## src/rtl/matmul_sequencer.sv

```systemverilog
// Purpose: walks every C[i][j] of an (N+1)x(M+1) result through clear, (K+1) MAC steps, optional bias read and write.
// Latency: LATCH..DONE = 2 + (N+1)(M+1)(K+3+b) cycles with no stalls; b=1 when bias is enabled and latched mode=1.
// Backpressure: holds in MAC while mac_ready_i=0 and in WRITE while wr_ready_i=0; all outputs are Moore-decoded.
//
// Optional feature macro: MATMUL_SEQ_BIAS_EN (adds the BIAS state; when undefined mode_bit_i and
// read_target_i are ignored and bias_rd_en_o / bias_target_o stay 0).
//
// Ports:
//   clk_i, rst_i                  clock, synchronous active-high reset
//   start_bit_i, mode_bit_i       control register bit 0 (start) and bit 1 (bias-add enable)
//   N_i, K_i, M_i                 encoded dimensions (d means d+1 elements)
//   write_target_i, read_target_i scratchpad targets for C and for the bias
//   mac_ready_i, wr_ready_i       datapath / scratchpad accept
//   clear_start_o                 one-cycle pulse clearing the start bit
//   busy_o, done_o                in-progress level, one-cycle completion pulse
//   acc_clear_o, acc_en_o         accumulator clear, MAC step valid
//   a_row_o, b_col_o, k_idx_o     current i, j, k
//   bias_rd_en_o, bias_target_o   bias read strobe and latched bias target
//   wr_en_o, wr_target_o          write request for C[i][j] and latched C target
module matmul_sequencer #(
    parameter int DIM_W = 2
) (
    input  logic             clk_i,
    input  logic             rst_i,
    input  logic             start_bit_i,
    input  logic             mode_bit_i,
    input  logic [DIM_W-1:0] N_i,
    input  logic [DIM_W-1:0] K_i,
    input  logic [DIM_W-1:0] M_i,
    input  logic [1:0]       write_target_i,
    input  logic [1:0]       read_target_i,
    input  logic             mac_ready_i,
    input  logic             wr_ready_i,
    output logic             clear_start_o,
    output logic             busy_o,
    output logic             done_o,
    output logic             acc_clear_o,
    output logic             acc_en_o,
    output logic [DIM_W-1:0] a_row_o,
    output logic [DIM_W-1:0] b_col_o,
    output logic [DIM_W-1:0] k_idx_o,
    output logic             bias_rd_en_o,
    output logic [1:0]       bias_target_o,
    output logic [1:0]       wr_target_o,
    output logic             wr_en_o
);

    typedef enum logic [2:0] {
        ST_IDLE  = 3'd0,
        ST_LATCH = 3'd1,
        ST_CLR   = 3'd2,
        ST_MAC   = 3'd3,
        ST_WRITE = 3'd4,
        ST_DONE  = 3'd5
`ifdef MATMUL_SEQ_BIAS_EN
        ,
        ST_BIAS  = 3'd6
`endif
    } state_t;

    state_t state_q, state_d;

    // Copies taken on the edge that accepts the start request, while busy_o is
    // still low, so field changes during the run never reach the walk.
    logic [DIM_W-1:0] n_lat_q, k_lat_q, m_lat_q;
    logic [1:0]       wt_lat_q;
    logic [DIM_W-1:0] i_q, j_q, k_q;

    logic last_i, last_j, last_k;
    assign last_i = (i_q == n_lat_q);
    assign last_j = (j_q == m_lat_q);
    assign last_k = (k_q == k_lat_q);

`ifdef MATMUL_SEQ_BIAS_EN
    logic       mode_lat_q;
    logic [1:0] rt_lat_q;
`else
    // Inputs that only matter when the bias path is built in.
    logic [2:0] unused_bias_inputs;
    assign unused_bias_inputs = {mode_bit_i, read_target_i};
`endif

    // ------------------------------------------------------------------
    // Next-state logic
    // ------------------------------------------------------------------
    always_comb begin
        state_d = state_q;
        unique case (state_q)
            ST_IDLE:  if (start_bit_i) state_d = ST_LATCH;
            ST_LATCH: state_d = ST_CLR;
            ST_CLR:   state_d = ST_MAC;
            ST_MAC: begin
                if (mac_ready_i && last_k) begin
`ifdef MATMUL_SEQ_BIAS_EN
                    state_d = mode_lat_q ? ST_BIAS : ST_WRITE;
`else
                    state_d = ST_WRITE;
`endif
                end
            end
`ifdef MATMUL_SEQ_BIAS_EN
            ST_BIAS:  state_d = ST_WRITE;
`endif
            ST_WRITE: begin
                if (wr_ready_i) state_d = (last_i && last_j) ? ST_DONE : ST_CLR;
            end
            ST_DONE:  state_d = ST_IDLE;
            default:  state_d = ST_IDLE;
        endcase
    end

    // ------------------------------------------------------------------
    // State, counters and latched fields
    // ------------------------------------------------------------------
    always_ff @(posedge clk_i) begin
        if (rst_i) begin
            state_q  <= ST_IDLE;
            n_lat_q  <= '0;
            k_lat_q  <= '0;
            m_lat_q  <= '0;
            wt_lat_q <= '0;
            i_q      <= '0;
            j_q      <= '0;
            k_q      <= '0;
`ifdef MATMUL_SEQ_BIAS_EN
            mode_lat_q <= 1'b0;
            rt_lat_q   <= '0;
`endif
        end else begin
            state_q <= state_d;
            unique case (state_q)
                ST_IDLE: begin
                    if (start_bit_i) begin
                        n_lat_q  <= N_i;
                        k_lat_q  <= K_i;
                        m_lat_q  <= M_i;
                        wt_lat_q <= write_target_i;
`ifdef MATMUL_SEQ_BIAS_EN
                        mode_lat_q <= mode_bit_i;
                        rt_lat_q   <= read_target_i;
`endif
                    end
                end
                ST_LATCH: begin
                    i_q <= '0;
                    j_q <= '0;
                    k_q <= '0;
                end
                ST_CLR: k_q <= '0;
                ST_MAC: begin
                    // k saturates at the latched bound; the exit is taken instead.
                    if (mac_ready_i && !last_k) k_q <= k_q + DIM_W'(1);
                end
                ST_WRITE: begin
                    if (wr_ready_i) begin
                        k_q <= '0;
                        if (!last_j) begin
                            j_q <= j_q + DIM_W'(1);
                        end else if (!last_i) begin
                            j_q <= '0;
                            i_q <= i_q + DIM_W'(1);
                        end
                    end
                end
                ST_DONE: begin
                    // Return the address outputs to 0 while idle.
                    i_q <= '0;
                    j_q <= '0;
                    k_q <= '0;
                end
                default: ;
            endcase
        end
    end

    // ------------------------------------------------------------------
    // Moore outputs: decoded from registered state and counters only
    // ------------------------------------------------------------------
    assign clear_start_o = (state_q == ST_LATCH);
    assign busy_o        = (state_q != ST_IDLE);
    assign done_o        = (state_q == ST_DONE);
    assign acc_clear_o   = (state_q == ST_CLR);
    assign acc_en_o      = (state_q == ST_MAC);
    assign wr_en_o       = (state_q == ST_WRITE);
    assign a_row_o       = i_q;
    assign b_col_o       = j_q;
    assign k_idx_o       = k_q;
    assign wr_target_o   = wt_lat_q;

`ifdef MATMUL_SEQ_BIAS_EN
    assign bias_rd_en_o  = (state_q == ST_BIAS);
    assign bias_target_o = rt_lat_q;
`else
    assign bias_rd_en_o  = 1'b0;
    assign bias_target_o = 2'b00;
`endif

endmodule

```

## config.mk

```make
export PLATFORM = sky130hd
export DESIGN_NAME = matmul_sequencer
export DESIGN_NICKNAME = d
export VERILOG_FILES = /design/src/rtl/matmul_sequencer.sv
export SDC_FILE = /design/constraint.sdc
export NUM_CORES = 1
export LEC_CHECK = 0
export BUFFER_PORTS_ARGS = -buffer_cell sky130_fd_sc_hd__buf_2
export CAP_MARGIN = 40
export CORE_MARGIN = 2
export CORE_UTILIZATION = 49
export DETAILED_ROUTE_END_ITERATION = 8
export PLACE_DENSITY = 0.88
export SETUP_SLACK_MARGIN = 0.2
export SYNTH_ARGS = -nofsm -noshare
export SYNTH_HDL_FRONTEND = slang
export SYNTH_SLANG_ARGS = --single-unit
```

## constraint.sdc

```tcl
create_clock -name clk_i -period 1.5 [get_ports clk_i]
set_input_delay 0.225 -clock clk_i [delete_from_list [all_inputs] [get_ports clk_i]]
set_output_delay 0.225 -clock clk_i [all_outputs]
set_load 0.02 [all_outputs]
```

# Word-level counts from Yosys, hierarchy flattened
# Index checks and enable logic that the tools add are counted.
dict set report word_totals {
  word_cells 57
  regBits 17
  in_bits 16
}
dict set report op_classes {
  add_sub_neg 3
  n_mux 16
  n_reduce_logical 15
  n_eq_ne 15
}
# operator n
set ops {}
lappend ops {{2-to-1 mux 2 bit} 8}
lappend ops {{case mux 3 bit (5 select lines)} 1}
lappend ops {{2-to-1 mux 3 bit} 4}
lappend ops {{AND reduction 3 bit} 3}
lappend ops {{case mux 2 bit (2 select lines)} 2}
lappend ops {{adder 2 x 1 -> 2 bit (second input constant)} 3}
lappend ops {{== test 2 bit} 3}
lappend ops {{== test 3 x 2 -> 1 bit (second input constant)} 2}
lappend ops {{== test 3 bit (second input constant)} 2}
lappend ops {{!= test 2 x 1 -> 1 bit (second input constant)} 3}
lappend ops {{!= test 2 bit (second input constant)} 3}
lappend ops {{case mux 2 bit (3 select lines)} 1}
lappend ops {{nonzero test 3 bit} 2}
lappend ops {{AND reduction 4 bit} 1}
lappend ops {{== test 3 x 1 -> 1 bit (second input constant)} 1}
lappend ops {{logical AND 1 bit} 3}
lappend ops {{logical NOT 3 bit} 1}
lappend ops {{!= test 3 bit (second input constant)} 1}
lappend ops {{OR reduction 3 bit} 1}
lappend ops {{AND reduction 2 bit} 1}
lappend ops {{nonzero test 2 bit} 1}
lappend ops {{OR reduction 2 bit} 1}
lappend ops {{logical NOT 1 bit} 1}

# Logic depth before layout (Yosys ltp)
dict set report logic_depth {
  depth_word 5
  depth_mapped 6
  ltp_nobuf 6
}

# Worst setup path before layout
# OpenSTA, ideal clock, no wires.
dict set report synth_timing {
  path_kind {reg-to-reg}
  start {reg j_q[0], in the netlist b_col_o[0]}
  end {reg state_q[2]}
  period_less_slack_ns 1.391
  path_stages_with_launch 5
  t_arrival_ns 1.311
  setup_time_ns 0.079
  setup_slack_ns 0.109
  path_cell_list {dfxtp_1 xor2_1 nor4_4 o21ai_1 a211oi_2}
}
dict set report synth_via {
  elab_chain_cells 5
}
# element line_no
set synth_rtl {}
lappend synth_rtl {{start, declared} 67} ;# logic [DIM_W-1:0] i_q, j_q, k_q;
lappend synth_rtl {{start signal, assigned} 158} ;# j_q <= j_q + DIM_W'(1);
lappend synth_rtl {{== test 2 bit} 71} ;# assign last_j = (j_q == m_lat_q);
lappend synth_rtl {{logical AND 1 bit} 105} ;# if (wr_ready_i) state_d = (last_i && last_j) ? ST_DONE : ST_CLR;
lappend synth_rtl {{2-to-1 mux 3 bit (2 in series)} 105}
lappend synth_rtl {{case mux 3 bit (5 select lines)} 88} ;# unique case (state_q)
lappend synth_rtl {{end signal, assigned} 130} ;# state_q <= state_d;
lappend synth_rtl {{end, declared} 61} ;# state_t state_q, state_d;
# Every way passes these cells. The select of a mux whose other input is x is not followed.
# A chain may end at the register's enable or synchronous reset.

# Worst setup path after layout
dict set report layout_timing {
  start {reg state_q[2]}
  end {out acc_clear_o}
}
dict set report layout_via {
  elab_chain_cells 1
}
# element line_no
set layout_rtl {}
lappend layout_rtl {{== test 3 x 2 -> 1 bit} 182} ;# assign acc_clear_o = (state_q == ST_CLR);
lappend layout_rtl {{end, declared} 37} ;# output logic acc_clear_o,
# Every way passes these cells.

==> results.py <==
metrics = {
    "cts": {
        "postCtsHoldBufs": 0,
        "clk_latency_ns": 0.29,
        "cts_made_buffers": 3,
        "clock_tree_buffer_depth": 2,
        "cts.htree.levels": 1,
        "clock_sink_count": 17,
        "path_clk_slew_ns": 0.10,
        "cts_tree": "yes",
        "cts_root_buf": "sky130_fd_sc_hd__clkbuf_4",
    },
    "power_and_ir_drop": {
        "p_int_uw": 807.4,
        "vdd_ir_drop_max_mv": 0.7742,
        "leakagePower_uw": 0.0006473,
        "seq_power_share_pct": 41.5,
        "power.share.switching_pct": 36.66,
        "p_comb_share_pct": 39.2,
        "p_switching_uw": 467.4,
        "clkPwrFrac_pct": 19.2,
        "power_density_mw_per_mm2": 892.1,
    },
    "global_routing": {
        "grt_remaining_overflow": 0,
        "grt_pass1_wl_mm": 4.540,
        "largest_net_degree_at_the_start_of_global_routing": 21,
        "first_global_vias": 1039,
        "track_usage_pct": 24.87,
        "antenna_found_initial": 0,
    },
    "critical_path": {
        "cpPeakStageDelay_ns": 0.39,
        "r2r-start": "b_col_o[1]",
        "critPathKind": "register to primary output",
        "critical_path_peak_fanout": 6,
        "critical_path.startpoint_type": "register",
        "setup.worst_path.start": "state_q[2]",
        "critical_path.endpoint_type": "primary output",
        "crit_chain": "buf_2 -> nand2b_4 -> nor2_4 -> buf_6",
        "required_ns": 1.27,
        "cp_slowest_cell": "sky130_fd_sc_hd__dfxtp_4",
        "worst-endpoint-arrival_ns": 1.20,
    },
    "yosys": {
        "synthArstFlopShare_pct": 0,
        "postSynth.topFlopCell": "sky130_fd_sc_hd__dfxtp_1",
        "synth.area.top_cells": "sky130_fd_sc_hd__dfxtp_1, sky130_fd_sc_hd__nand2_1, sky130_fd_sc_hd__a21oi_1, sky130_fd_sc_hd__xor2_1, sky130_fd_sc_hd__nor2_1",
        "yosys_warning_total": 0,
        "synth.cells.most_frequent": "sky130_fd_sc_hd__nand2_1, sky130_fd_sc_hd__dfxtp_1, sky130_fd_sc_hd__a21oi_1",
        "synthDominantAreaCellType": "sky130_fd_sc_hd__dfxtp_1",
        "post_synth_instance_area_um2": 987.2,
        "yosys.area.top_type_share_pct": 34.47,
        "synth_cell_types": 41,
        "synthCells": 126,
        "syn-mean-instance-area_um2": 7.835,
        "synth-edff-count": 0,
        "ys_seq_elements": 17,
        "cell_with_the_most_instances_after_synthesis": "sky130_fd_sc_hd__nand2_1",
        "synth_seq_area_share_pct": 34.47,
    },
    "sta": {
        "rsz0062_at_grt": "yes",
        "skew_ns": 0.002584,
        "tns_ns": 0,
        "final_hold_viol_count": 0,
        "period_share_pct": 94.93,
        "worst_hold_slack_ns": 0.1625,
        "setup_viols_final": 0,
        "max_clock_freq_ghz": 0.7023,
        "timing_max_transition_violations_final": 0,
        "fin_crit_ns": 1.424,
    },
    "worst_hold_path": {
        "hold_sp": "K_i[1]",
        "worstHoldPathType": "input pin to register",
    },
    "status": {
        "outcome": "completed",
    },
    "route": {
        "routed_wire_length_per_instance_um": 17.09,
        "detail-route-antenna-nets": 0,
        "initialDrtViolationCount": 49,
        "route.detailed.drc": 0,
        "detailed_route_via_count": 1137,
        "routed_wl_mm": 3.281,
        "dr.pass1.iters": 4,
        "drt-vias-per-instance": 5.922,
    },
    "die": {
        "fp.dieW_um": 48.89,
        "core_area_mm2": 0.001922,
        "row_count": 16,
        "design.portCount": 33,
        "design.die.area_mm2": 0.002390,
        "floorplan.initialDensity_pct": 51.37,
        "die_height_um": 48.89,
    },
    "placed_design": {
        "dp.final_hpwl_mm": 1.680,
        "numPortBuffers": 26,
        "routabilityCongestion": 0.8557,
    },
    "layout": {
        "final_layout_size_suffix_gt1_share_pct": 46.67,
        "diode_insertion_count_for_antenna_repair": 0,
        "syn_to_final_growth_pct": 44.74,
        "nets": 182,
    },
    "run": {
        "maxCapViolations": 0,
    },
}
-- final timing paths --
path	endpoint	slack, ns	depth (start not counted)
max	acc_clear_o	0.08	4
max reg2reg	state_q[2]	0.08	4
min reg2reg	wr_target_o[0]	0.46	2
min	k_lat_q[1]	0.16	3
-- area by class of cell --
class,count,area [um^2]
clock buffers,4,26.28
inverters,5,21.27
well taps,27,33.78
multi-input cells,97,695.7
fillers,139,493.0
flip-flops and latches,17,365.4
repair buffers,42,286.5
-- logic make-up after synthesis --
family | after synthesis | synth area share [%]
simple gates | 50 | 27.00
mux | 1 | 1.014
flops | 17 | 34.47
compound gates | 34 | 22.18
xor+xnor | 9 | 7.985
buf+inv | 14 | 6.970
other cells | 1 | 0.3799
-- cells in the final DEF (no fill, tap or decap), types with 3 or more instances in the layout --
cell type,netlist,routed
sky130_fd_sc_hd__a21oi_1,14,13
sky130_fd_sc_hd__and3_1,3,3
sky130_fd_sc_hd__buf_2,4,22
sky130_fd_sc_hd__buf_4,3,13
sky130_fd_sc_hd__buf_6,0,7
sky130_fd_sc_hd__clkbuf_4,0,3
sky130_fd_sc_hd__conb_1,1,3
sky130_fd_sc_hd__dfxtp_1,17,7
sky130_fd_sc_hd__dfxtp_2,0,5
sky130_fd_sc_hd__dfxtp_4,0,5
sky130_fd_sc_hd__inv_1,4,4
sky130_fd_sc_hd__nand2_1,20,20
sky130_fd_sc_hd__nor2_1,7,5
sky130_fd_sc_hd__o211ai_1,3,3
sky130_fd_sc_hd__xnor2_1,3,3
sky130_fd_sc_hd__xor2_2,0,3
-- through the flow --
stage | std cells | total power (uW) | cell area, um^2 | worst slack (ns) | utilization, %
2_1_floorplan | 128 | 764.3 | 1002 | 0.2184 | -
3_3_place_gp | 174 | 831.5 | 1131 | 0.1479 | 58.85
3_5_place_dp | 174 | 844.5 | 1131 | 0.1169 | 58.85
4_1_cts | 186 | 1161 | 1309 | 0.1227 | 68.10
5_1_grt | 192 | 1344 | 1429 | 0.004897 | 74.35
6_report | 192 | 1275 | 1429 | 0.07605 | 74.35
-- power by group through the flow --
stage               logic (uW)  registers [uW]  clock network, uW
floorplan                  251             514                  0
global placement           311             521                  0
detailed placement         322             523                  0
CTS                        392             523                246
global route               535             533                275
finish                     500             530                245
-- worst max-delay path, delay by kind of cell (launching register included) --
family / cells / cell delay, ns
buf+inv: 2 / 0.28
flops: 1 / 0.39
simple gates: 2 / 0.24
-- flip-flops by register name, summed over array words and instances, names as in the netlist --
signal,flops
a_row_o,2
b_col_o,2
k_idx_o,2
k_lat_q,2
m_lat_q,2
n_lat_q,2
state_q,3
wr_target_o,2
-- timing repair --
action	CTS	global route
endpoints found under the hold margin	0	0
gates resized for setup	28	18
pin swaps	5	7
setup buffers	8	6
cloned	0	0
endpoints found under the setup margin	22	23
-- routing by layer --
| layer | GRT usage [%] | share of wire, % | up-vias |
|---|---|---|---|
| li1 | - | - | 505 |
| met1 | 25.96 | 35 | 524 |
| met2 | 43.84 | 51 | 84 |
| met3 | 2.454 | 8.1 | 24 |
| met4 | 22.38 | 6.6 | 0 |
| met5 | 0 | 0 | - |
No activity file was read; power rests on OpenSTA's default activity.
